## config.mk

```make
export PLATFORM = sky130hd
export DESIGN_NAME = ft600_tx_arbiter_flat
export DESIGN_NICKNAME = d
export VERILOG_FILES = /design/src/rtl/ft600_tx_arbiter_pkg.sv /design/src/rtl/ft600_tx_arbiter_if.sv /design/src/rtl/ft600_tx_arbiter_rr_select.sv /design/src/rtl/ft600_tx_arbiter.sv /design/src/flat_wrapper.sv
export SDC_FILE = /design/constraint.sdc
export NUM_CORES = 1
export LEC_CHECK = 0
export ABC_CLOCK_PERIOD_IN_PS = 2900
export CAP_MARGIN = 10
export CORE_ASPECT_RATIO = 0.75
export CORE_MARGIN = 2
export CORE_UTILIZATION = 39
export CTS_BUF_LIST = sky130_fd_sc_hd__clkbuf_4
export CTS_CLUSTER_DIAMETER = 60
export DETAILED_ROUTE_END_ITERATION = 12
export GPL_ROUTABILITY_DRIVEN = 0
export PLACE_DENSITY = 0.84
export SYNTH_ARGS = -nofsm -noshare
export SYNTH_HDL_FRONTEND = slang
export SYNTH_SLANG_ARGS = --single-unit
```

## constraint.sdc

```tcl
create_clock -name clk -period 2.9 [get_ports clk]
set_clock_uncertainty 0.2 [all_clocks]
set_input_delay 0.29 -clock clk [delete_from_list [all_inputs] [get_ports clk]]
set_output_delay 0.29 -clock clk [all_outputs]
set_load 0.05 [all_outputs]
```

## src/rtl/ft600_tx_arbiter_pkg.sv

```systemverilog
// Shared constants, state encoding and header packing for the FT600 TX arbiter.
package ft600_arb_pkg;

  localparam logic [3:0] HDR_SYNC = 4'hA;
  localparam int         LEN_W    = 10;

  typedef enum logic [1:0] {
    ST_IDLE = 2'd0,
    ST_HDR  = 2'd1,
    ST_PAY  = 2'd2
  } arb_state_e;

  // Header word: sync nibble, channel id, payload length in words.
  function automatic logic [15:0] hdr_pack(input logic [1:0] id, input logic [LEN_W-1:0] len);
    return {HDR_SYNC, id, len};
  endfunction

endpackage

```

## src/rtl/ft600_tx_arbiter_if.sv

```systemverilog
// Channel-side sources and bridge TX write port of the arbiter.
interface ft600_tx_arbiter_if #(
  parameter int NUM_CH = 4,
  parameter int LEN_W  = 10
);
  logic [NUM_CH-1:0]       ch_req;
  logic [NUM_CH*LEN_W-1:0] ch_len;
  logic [NUM_CH-1:0]       ch_valid;
  logic [NUM_CH*16-1:0]    ch_data;
  logic [NUM_CH-1:0]       ch_rd;
  logic [NUM_CH-1:0]       ch_done;
  logic                    tx_en;
  logic [15:0]             tx_in;
  logic                    tx_full;

  modport master (
    input  ch_req, ch_len, ch_valid, ch_data, tx_full,
    output ch_rd, ch_done, tx_en, tx_in
  );

  modport slave (
    output ch_req, ch_len, ch_valid, ch_data, tx_full,
    input  ch_rd, ch_done, tx_en, tx_in
  );
endinterface

```

## src/rtl/ft600_tx_arbiter_rr_select.sv

```systemverilog
// Combinational round-robin picker: first requester after last_ptr, cyclically.
module rr_select #(
  parameter int NUM_CH = 4
) (
  input  logic [NUM_CH-1:0] req,
  input  logic [1:0]        last_ptr,
  output logic              any,
  output logic [1:0]        id
);

  logic [3:0] req4;
  logic [1:0] idx;

  assign req4 = 4'(req);

  // Walk the ring starting just after last_ptr; the first hit wins.
  always_comb begin
    any = 1'b0;
    id  = '0;
    idx = '0;
    for (int i = 1; i <= NUM_CH; i++) begin
      idx = 2'((int'(last_ptr) + i) % NUM_CH);
      if (!any && req4[idx]) begin
        any = 1'b1;
        id  = idx;
      end
    end
  end

endmodule

```

## src/rtl/ft600_tx_arbiter.sv

```systemverilog
// Packet-framing round-robin arbiter in front of the FT600 bridge TX write port.
module ft600_tx_arbiter #(
  parameter int NUM_CH = 4,
  parameter int LEN_W  = 10
) (
  input  logic                       clk,
  input  logic                       rst_n,
  input  logic                       en,
  ft600_tx_arbiter_if.master         bus,
  output logic                       busy,
  output logic [1:0]                 grant_id
);
  import ft600_arb_pkg::*;

  localparam logic [1:0] IDLE = ST_IDLE;
  localparam logic [1:0] HDR  = ST_HDR;
  localparam logic [1:0] PAY  = ST_PAY;

  logic [1:0]             state;
  logic [LEN_W-1:0]       rem;
  logic [1:0]             last_ptr;
  logic [NUM_CH-1:0]      done_q;

  // Channel buses padded to four entries so a 2-bit id always indexes safely.
  logic [3:0][LEN_W-1:0]  len_a;
  logic [3:0][15:0]       data_a;
  logic [3:0]             valid_a;

  for (genvar i = 0; i < 4; i++) begin : g_unpack
    if (i < NUM_CH) begin : g_real
      assign len_a[i]   = bus.ch_len[i*LEN_W +: LEN_W];
      assign data_a[i]  = bus.ch_data[i*16 +: 16];
      assign valid_a[i] = bus.ch_valid[i];
    end else begin : g_absent
      assign len_a[i]   = '0;
      assign data_a[i]  = '0;
      assign valid_a[i] = 1'b0;
    end
  end

  logic       sel_any;
  logic [1:0] sel_id;

  rr_select #(.NUM_CH(NUM_CH)) u_sel (
    .req      (bus.ch_req),
    .last_ptr (last_ptr),
    .any      (sel_any),
    .id       (sel_id)
  );

  logic [3:0] g_onehot;
  logic [3:0] rd4;
  logic       pay_wr;

  assign g_onehot = 4'b0001 << grant_id;
  assign pay_wr   = (state == PAY) && valid_a[grant_id] && !bus.tx_full;
  assign rd4      = pay_wr ? g_onehot : 4'b0000;

  // Write path: unregistered, straight from state, ch_valid and tx_full.
  always_comb begin
    bus.tx_en = 1'b0;
    bus.tx_in = '0;
    unique case (state)
      HDR: begin
        bus.tx_en = !bus.tx_full;
        bus.tx_in = hdr_pack(grant_id, rem);
      end
      PAY: begin
        bus.tx_en = pay_wr;
        bus.tx_in = data_a[grant_id];
      end
      default: ;
    endcase
  end

  assign bus.ch_rd   = rd4[NUM_CH-1:0];
  assign bus.ch_done = done_q;

  // Packet FSM: grant in IDLE, header, then payload until rem runs out.
  always_ff @(posedge clk or negedge rst_n) begin
    if (!rst_n) begin
      state    <= IDLE;
      rem      <= '0;
      grant_id <= '0;
      last_ptr <= 2'(NUM_CH - 1);
      done_q   <= '0;
      busy     <= 1'b0;
    end else begin
      done_q <= '0;
      unique case (state)
        IDLE: begin
          if (en && sel_any) begin
            grant_id <= sel_id;
            last_ptr <= sel_id;
            rem      <= len_a[sel_id];
            state    <= HDR;
            busy     <= 1'b1;
          end
        end
        HDR: begin
          if (!bus.tx_full) begin
            if (rem == '0) begin
              state  <= IDLE;
              busy   <= 1'b0;
              done_q <= g_onehot[NUM_CH-1:0];
            end else begin
              state <= PAY;
            end
          end
        end
        PAY: begin
          if (pay_wr) begin
            rem <= rem - LEN_W'(1);
            if (rem == LEN_W'(1)) begin
              state  <= IDLE;
              busy   <= 1'b0;
              done_q <= g_onehot[NUM_CH-1:0];
            end
          end
        end
        default: begin
          state <= IDLE;
          busy  <= 1'b0;
        end
      endcase
    end
  end

endmodule
```

## src/flat_wrapper.sv

```systemverilog
// flat-port wrapper written by rule: the top's interface ports become plain ports
module ft600_tx_arbiter_flat import ft600_arb_pkg::*;
#(
  parameter int NUM_CH = 4,
  parameter int LEN_W  = 10
)
  (clk, rst_n, en, busy, grant_id, bus_ch_req, bus_ch_len, bus_ch_valid, bus_ch_data, bus_tx_full, bus_ch_rd, bus_ch_done, bus_tx_en, bus_tx_in);
  ft600_tx_arbiter_if #(.NUM_CH(NUM_CH), .LEN_W(LEN_W)) bus_i ();
  input  logic clk;
  input  logic rst_n;
  input  logic en;
  output logic busy;
  output logic [1:0] grant_id;
  input wire logic [$bits(bus_i.ch_req)-1:0] bus_ch_req;
  input wire logic [$bits(bus_i.ch_len)-1:0] bus_ch_len;
  input wire logic [$bits(bus_i.ch_valid)-1:0] bus_ch_valid;
  input wire logic [$bits(bus_i.ch_data)-1:0] bus_ch_data;
  input wire logic [$bits(bus_i.tx_full)-1:0] bus_tx_full;
  output wire logic [$bits(bus_i.ch_rd)-1:0] bus_ch_rd;
  output wire logic [$bits(bus_i.ch_done)-1:0] bus_ch_done;
  output wire logic [$bits(bus_i.tx_en)-1:0] bus_tx_en;
  output wire logic [$bits(bus_i.tx_in)-1:0] bus_tx_in;
  assign bus_i.ch_req = bus_ch_req;
  assign bus_i.ch_len = bus_ch_len;
  assign bus_i.ch_valid = bus_ch_valid;
  assign bus_i.ch_data = bus_ch_data;
  assign bus_i.tx_full = bus_tx_full;
  assign bus_ch_rd = bus_i.ch_rd;
  assign bus_ch_done = bus_i.ch_done;
  assign bus_tx_en = bus_i.tx_en;
  assign bus_tx_in = bus_i.tx_in;
  ft600_tx_arbiter #(.NUM_CH(NUM_CH), .LEN_W(LEN_W)) u_core (.clk(clk), .rst_n(rst_n), .en(en), .bus(bus_i), .busy(busy), .grant_id(grant_id));
endmodule
```

# Word level (Yosys, flattened, before mapping)
# Cells that the tools add are included.
# word_totals
in_bits	116
latchBits	0
romBits	0
out_inout_bits	28
memories	0
ramBits	0
reg_bits	21
elab_cells	88
# classes
magnitude_cmp	6
n_bitwise	0
n_addsub	5
n_div	0
n_shift	1
n_eq_ne	8
n_mul	0
reduce_logical	17
mux	45
# op_table
op	count
binary-select mux 16 bit (select 2 bit)	1
case mux 16 bit (2 select lines)	1
2-to-1 mux 10 bit	3
binary-select mux 10 bit (select 2 bit)	1
2-to-1 mux 4 bit	5
case mux 10 bit (2 select lines)	1
less-than comparator 2 x 3 -> 1 bit (second input constant)	6
2-to-1 mux 2 bit	9
2-to-1 mux 16 bit	1
2-to-1 mux 1 bit	14
binary-select mux 1 bit (select 2 bit)	5
equality test 10 x 1 -> 1 bit (second input constant)	1
logical NOT 10 bit	1
subtractor 10 x 1 -> 10 bit (second input constant)	1
case mux 4 bit (2 select lines)	1
logical AND 1 bit	6
inequality test 2 x 1 -> 1 bit (second input constant)	3
case mux 2 bit (3 select lines)	1
AND reduction 5 bit	1
adder 2 x 1 -> 2 bit (second input constant)	2
adder 2 bit (second input constant)	2
logical NOT 1 bit	4
inequality test 2 bit (second input constant)	2
AND reduction 4 bit	1
9 further kinds	9

# Logic depth before layout (Yosys ltp)
# logic_depth
ltp_word	17
ltp_mapped	9
ltp_nobuf	8

# Cells and area by module
# Synthesis repeated with hierarchy kept, for this count alone.
# unflattened
hier_cells	243
hier_area_um2	2366.0
# by_module_without_submodules
module	n_inst	area_per_inst_um2	cells_each	seq_area_each_um2
ft600_tx_arbiter	1	2274.7	229	528.0
rr_select	1	91.3	14	0.0

# Worst setup path after synthesis
# No wires, ideal clock.
# synth_path
kind	register to output
start	register u_core.grant_id[0]
end	output bus_ch_rd[1]
path_stages_with_launch	5
required_ns	2.410
slack_ns	-0.445
n_path_buf	2
arrival_ns	2.855
cell_sequence	dfrtp_1 buf_6 clkbuf_1 inv_1 nor4_1
# synth_via
elab_chain_len	5
elab_cells_between_ends	6
classes_between	shift: 1; mux: 3; reduce/logical: 2
# synth_rtl
item	line	rtl
from (decl)	ft600_tx_arbiter.sv:11	output logic [1:0] grant_id
from (signal assigned)	ft600_tx_arbiter.sv:93	grant_id <= sel_id;
binary-select mux 1 bit (select 2 bit)	ft600_tx_arbiter.sv:56	assign pay_wr = (state == PAY) && valid_a[grant_id] && !bus.tx_full;
2-to-1 mux 1 bit (implied by the code)	ft600_tx_arbiter.sv:56	
logical AND 1 bit (2 in series)	ft600_tx_arbiter.sv:56	
2-to-1 mux 4 bit *	ft600_tx_arbiter.sv:57	assign rd4 = pay_wr ? g_onehot : 4'b0000;
to (decl)	flat_wrapper.sv:19	output wire logic [$bits(bus_i.ch_rd)-1:0] bus_ch_rd;
# Every way passes the cells marked *; elsewhere a longest branch is shown, timed or not. The select of a mux whose other input is x is not followed.

# Final worst setup path
# layout_path
start	register u_core.grant_id[0]
end	output bus_tx_in[0]
# layout_via
elab_chain_len	3
# layout_rtl
item	line	rtl
binary-select mux 16 bit (select 2 bit)	ft600_tx_arbiter.sv:70	bus.tx_in = data_a[grant_id];
2-to-1 mux 16 bit (implied by the code)	ft600_tx_arbiter.sv:70	
case mux 16 bit (2 select lines)	ft600_tx_arbiter.sv:63	unique case (state)
to (decl)	flat_wrapper.sv:22	output wire logic [$bits(bus_i.tx_in)-1:0] bus_tx_in;
# Every way passes these cells. The select of a mux whose other input is x is not followed.

==> results.cfg <==
[final_layout]
fin_cells = 452
final_common_cell = clkdlybuf4s50_1
final_nets = 496
syn2layout_area_growth_pct = 65.8
antennaDiodeCount = 0
mostFrequentLayoutCells = clkdlybuf4s50_1 (120), mux2i_1 (25), buf_4 (25)
drive_above_1_share = 0.214

[critical_path]
start_kind = flip-flop
crit_type = flip-flop to primary output
path_max_fanout = 19
r2r_cells = 7
path_cells = buf_12 > mux4_1 > a32o_1 > buf_4
max_stage_delay_ps = 590
crit_required_ps = 2410
crit_arrival_ps = 2170
critPathSlowestCell = dfrtp_1
critical-path-top-delay-family = flip-flops
worstSetupEndpointType = primary output
r2r_slack_ps = 530
r2r_start = u_core.grant_id[1]
r2r-end = u_core.busy
path_buf_inv = 2

[floorplan]
rows = 24
pin_count = 144
die_y_um = 71.3
die_w_um = 93.7
start_util = 0.404
core_area_sq_mm = 0.00583
dieArea_sq_mm = 0.00668

[routing]
drt-vias-per-instance = 5.51
ant_nets = 0
drc = 0
drtIter0Drc = 116
via_count = 2489
wl_um = 7050
firstDrtPassIters = 4
wl_per_cell_um = 15.6

[global_routing]
grt_pass1_wl_um = 11400
first_global_vias = 2464
antenna_found_initial = 0
grt_start_max_net_pins = 28
grt_use_total = 0.212
overflow = 0

[yosys]
synth_area_sq_mm = 0.00235
synth_edf_count = 0
synth_area_per_cell_sq_um = 9.89
yosysUniqueCellTypes = 55
async_flop_share = 1.00
syn_nets = 359
ys_ff_latch = 21
seq_area_frac_synth = 0.224
yosys_warnings = 0
synthCells = 238
synth-main-ff-cell = dfrtp_1

[status]
status = completed

[timing]
max_freq_mhz = 376
worstMarginPinSlew_ps = 919
hold_viol_final = 0
rsz0062_at_grt = false
finalSetupViolCount = 0
setup_ws_ps = 240
fin_crit_sh = 0.917
slew_violations = 0
max_slew_margin = 0.386
final.setup.tns_ps = 0
fin_crit_ps = 2660

[clock_tree]
clk_latency_ps = 310
clkTransAtPathRegs_ps = 120
htree_levels = 1
cts_root_buffer = clkbuf_4
cts_tree = done
cts_made_buffers = 3
holdBufCountCts = 0
cts_sinks = 21
cts_buffer_depth = 2
post-cts-setup-buffer-count = 0
post_cts_resized = 0

[placement]
pre_cts_ws_ps = 244
placedCellCount = 448
dp_hpwl_um = 5950
port-buffer-count = 143

[hold_path]
hold_path_class = input port to async pin

[job]
max_cap_viol_count = 0

[pwr]
peakVddDrop_v = 0.000410
power_density_mw_per_mm2 = 836
leakage_nw = 1.59
==> how the worst max path moves through the flow <==
stage | startpoint | to | slack (ps) | cells past startpoint
after global placement | bus_ch_req[3] | u_core.rem[9] | 350 | 8
final | u_core.grant_id[0] | bus_tx_in[0] | 240 | 4
after detailed placement | bus_ch_req[3] | u_core.rem[9] | 240 | 8
after CTS | u_core.grant_id[0] | bus_tx_in[0] | 210 | 4
after floorplan | u_core.grant_id[0] | bus_ch_rd[3] | 20 | 4
after global routing | u_core.state[1] | bus_tx_in[4] | 100 | 5
==> registers in the layout, summed over array words and instances, names as in the netlist <==
signal / cells
u_core.rem: 10
u_core.bus.ch_done: 4
u_core.grant_id: 2
u_core.last_ptr: 2
u_core.state: 2
u_core.busy: 1
==> power breakdown <==
| group | leakage (nW) | switching [mW] | internal, mW | total (mW) |
|---|---|---|---|---|
| logic | 1.32 | 1.38 | 1.12 | 2.49 |
| clock network | 0.0177 | 0.0954 | 0.0516 | 0.147 |
| registers | 0.256 | 0.197 | 0.424 | 0.621 |
| total | 1.59 | 1.67 | 1.59 | 3.26 |
==> per-stage QoR <==
step / hold slack, ps / util / cell area, sq um / total power [mW]
after floorplan: -206 / - / 2370 / 2.44
after global placement: 291 / 0.665 / 3880 / 3.08
after detailed placement: 302 / 0.665 / 3880 / 3.12
after CTS: 305 / 0.670 / 3900 / 3.27
after global routing: 357 / 0.670 / 3900 / 3.50
final: 273 / 0.670 / 3900 / 3.26
==> per-layer routing <==
| layer | GRT usage | part of all wire | routed length [um] |
|---|---|---|---|
| met1 | 0.280 | 0.41 | 2900 |
| met3 | 0.0315 | 0.058 | 410 |
| met4 | 0.0660 | 0.024 | 168 |
| met2 | 0.362 | 0.51 | 3570 |
| met5 | 0 | 0 | 0 |
==> Yosys cell counts, types with 3 or more instances <==
cell	count	area [sq um]
nor4_1	4	25.0
clkbuf_1	6	22.5
buf_4	3	22.5
mux2i_1	25	250
buf_1	5	18.8
nor2_1	13	48.8
dfrtp_1	19	475
mux2_2	7	78.8
and2_1	3	18.8
a21o_1	5	37.5
nor3_1	10	50.1
mux4_2	16	360
nand2_1	17	63.8
o21ai_0	6	30.0
a32o_1	13	130
inv_1	9	33.8
nor2b_1	4	25.0
a31o_2	3	26.3
a21oi_1	20	100
ha_1	5	62.6
==> cells by family (layout without fill, tap and decap cells) <==
group | after synthesis | in the layout | share of synthesized area
muxes | 51 | 51 | 0.319
adders and majority gates | 5 | 5 | 0.0266
buffers and inverters | 28 | 164 | 0.0574
AOI/OAI and AO/OA | 61 | 61 | 0.200
and+or+nand+nor | 72 | 72 | 0.172
DFF | 21 | 21 | 0.224
==> final cells by class <==
type | instances | area (sq um)
multi-input cells | 189 | 1710
flip-flops and latches | 21 | 528
clock buffers | 3 | 22.5
well taps | 78 | 97.6
inverters | 9 | 33.8
clock inverters | 1 | 5.00
repair buffers | 151 | 1510
fillers | 457 | 1920
(Power assumes the default switching activity.)
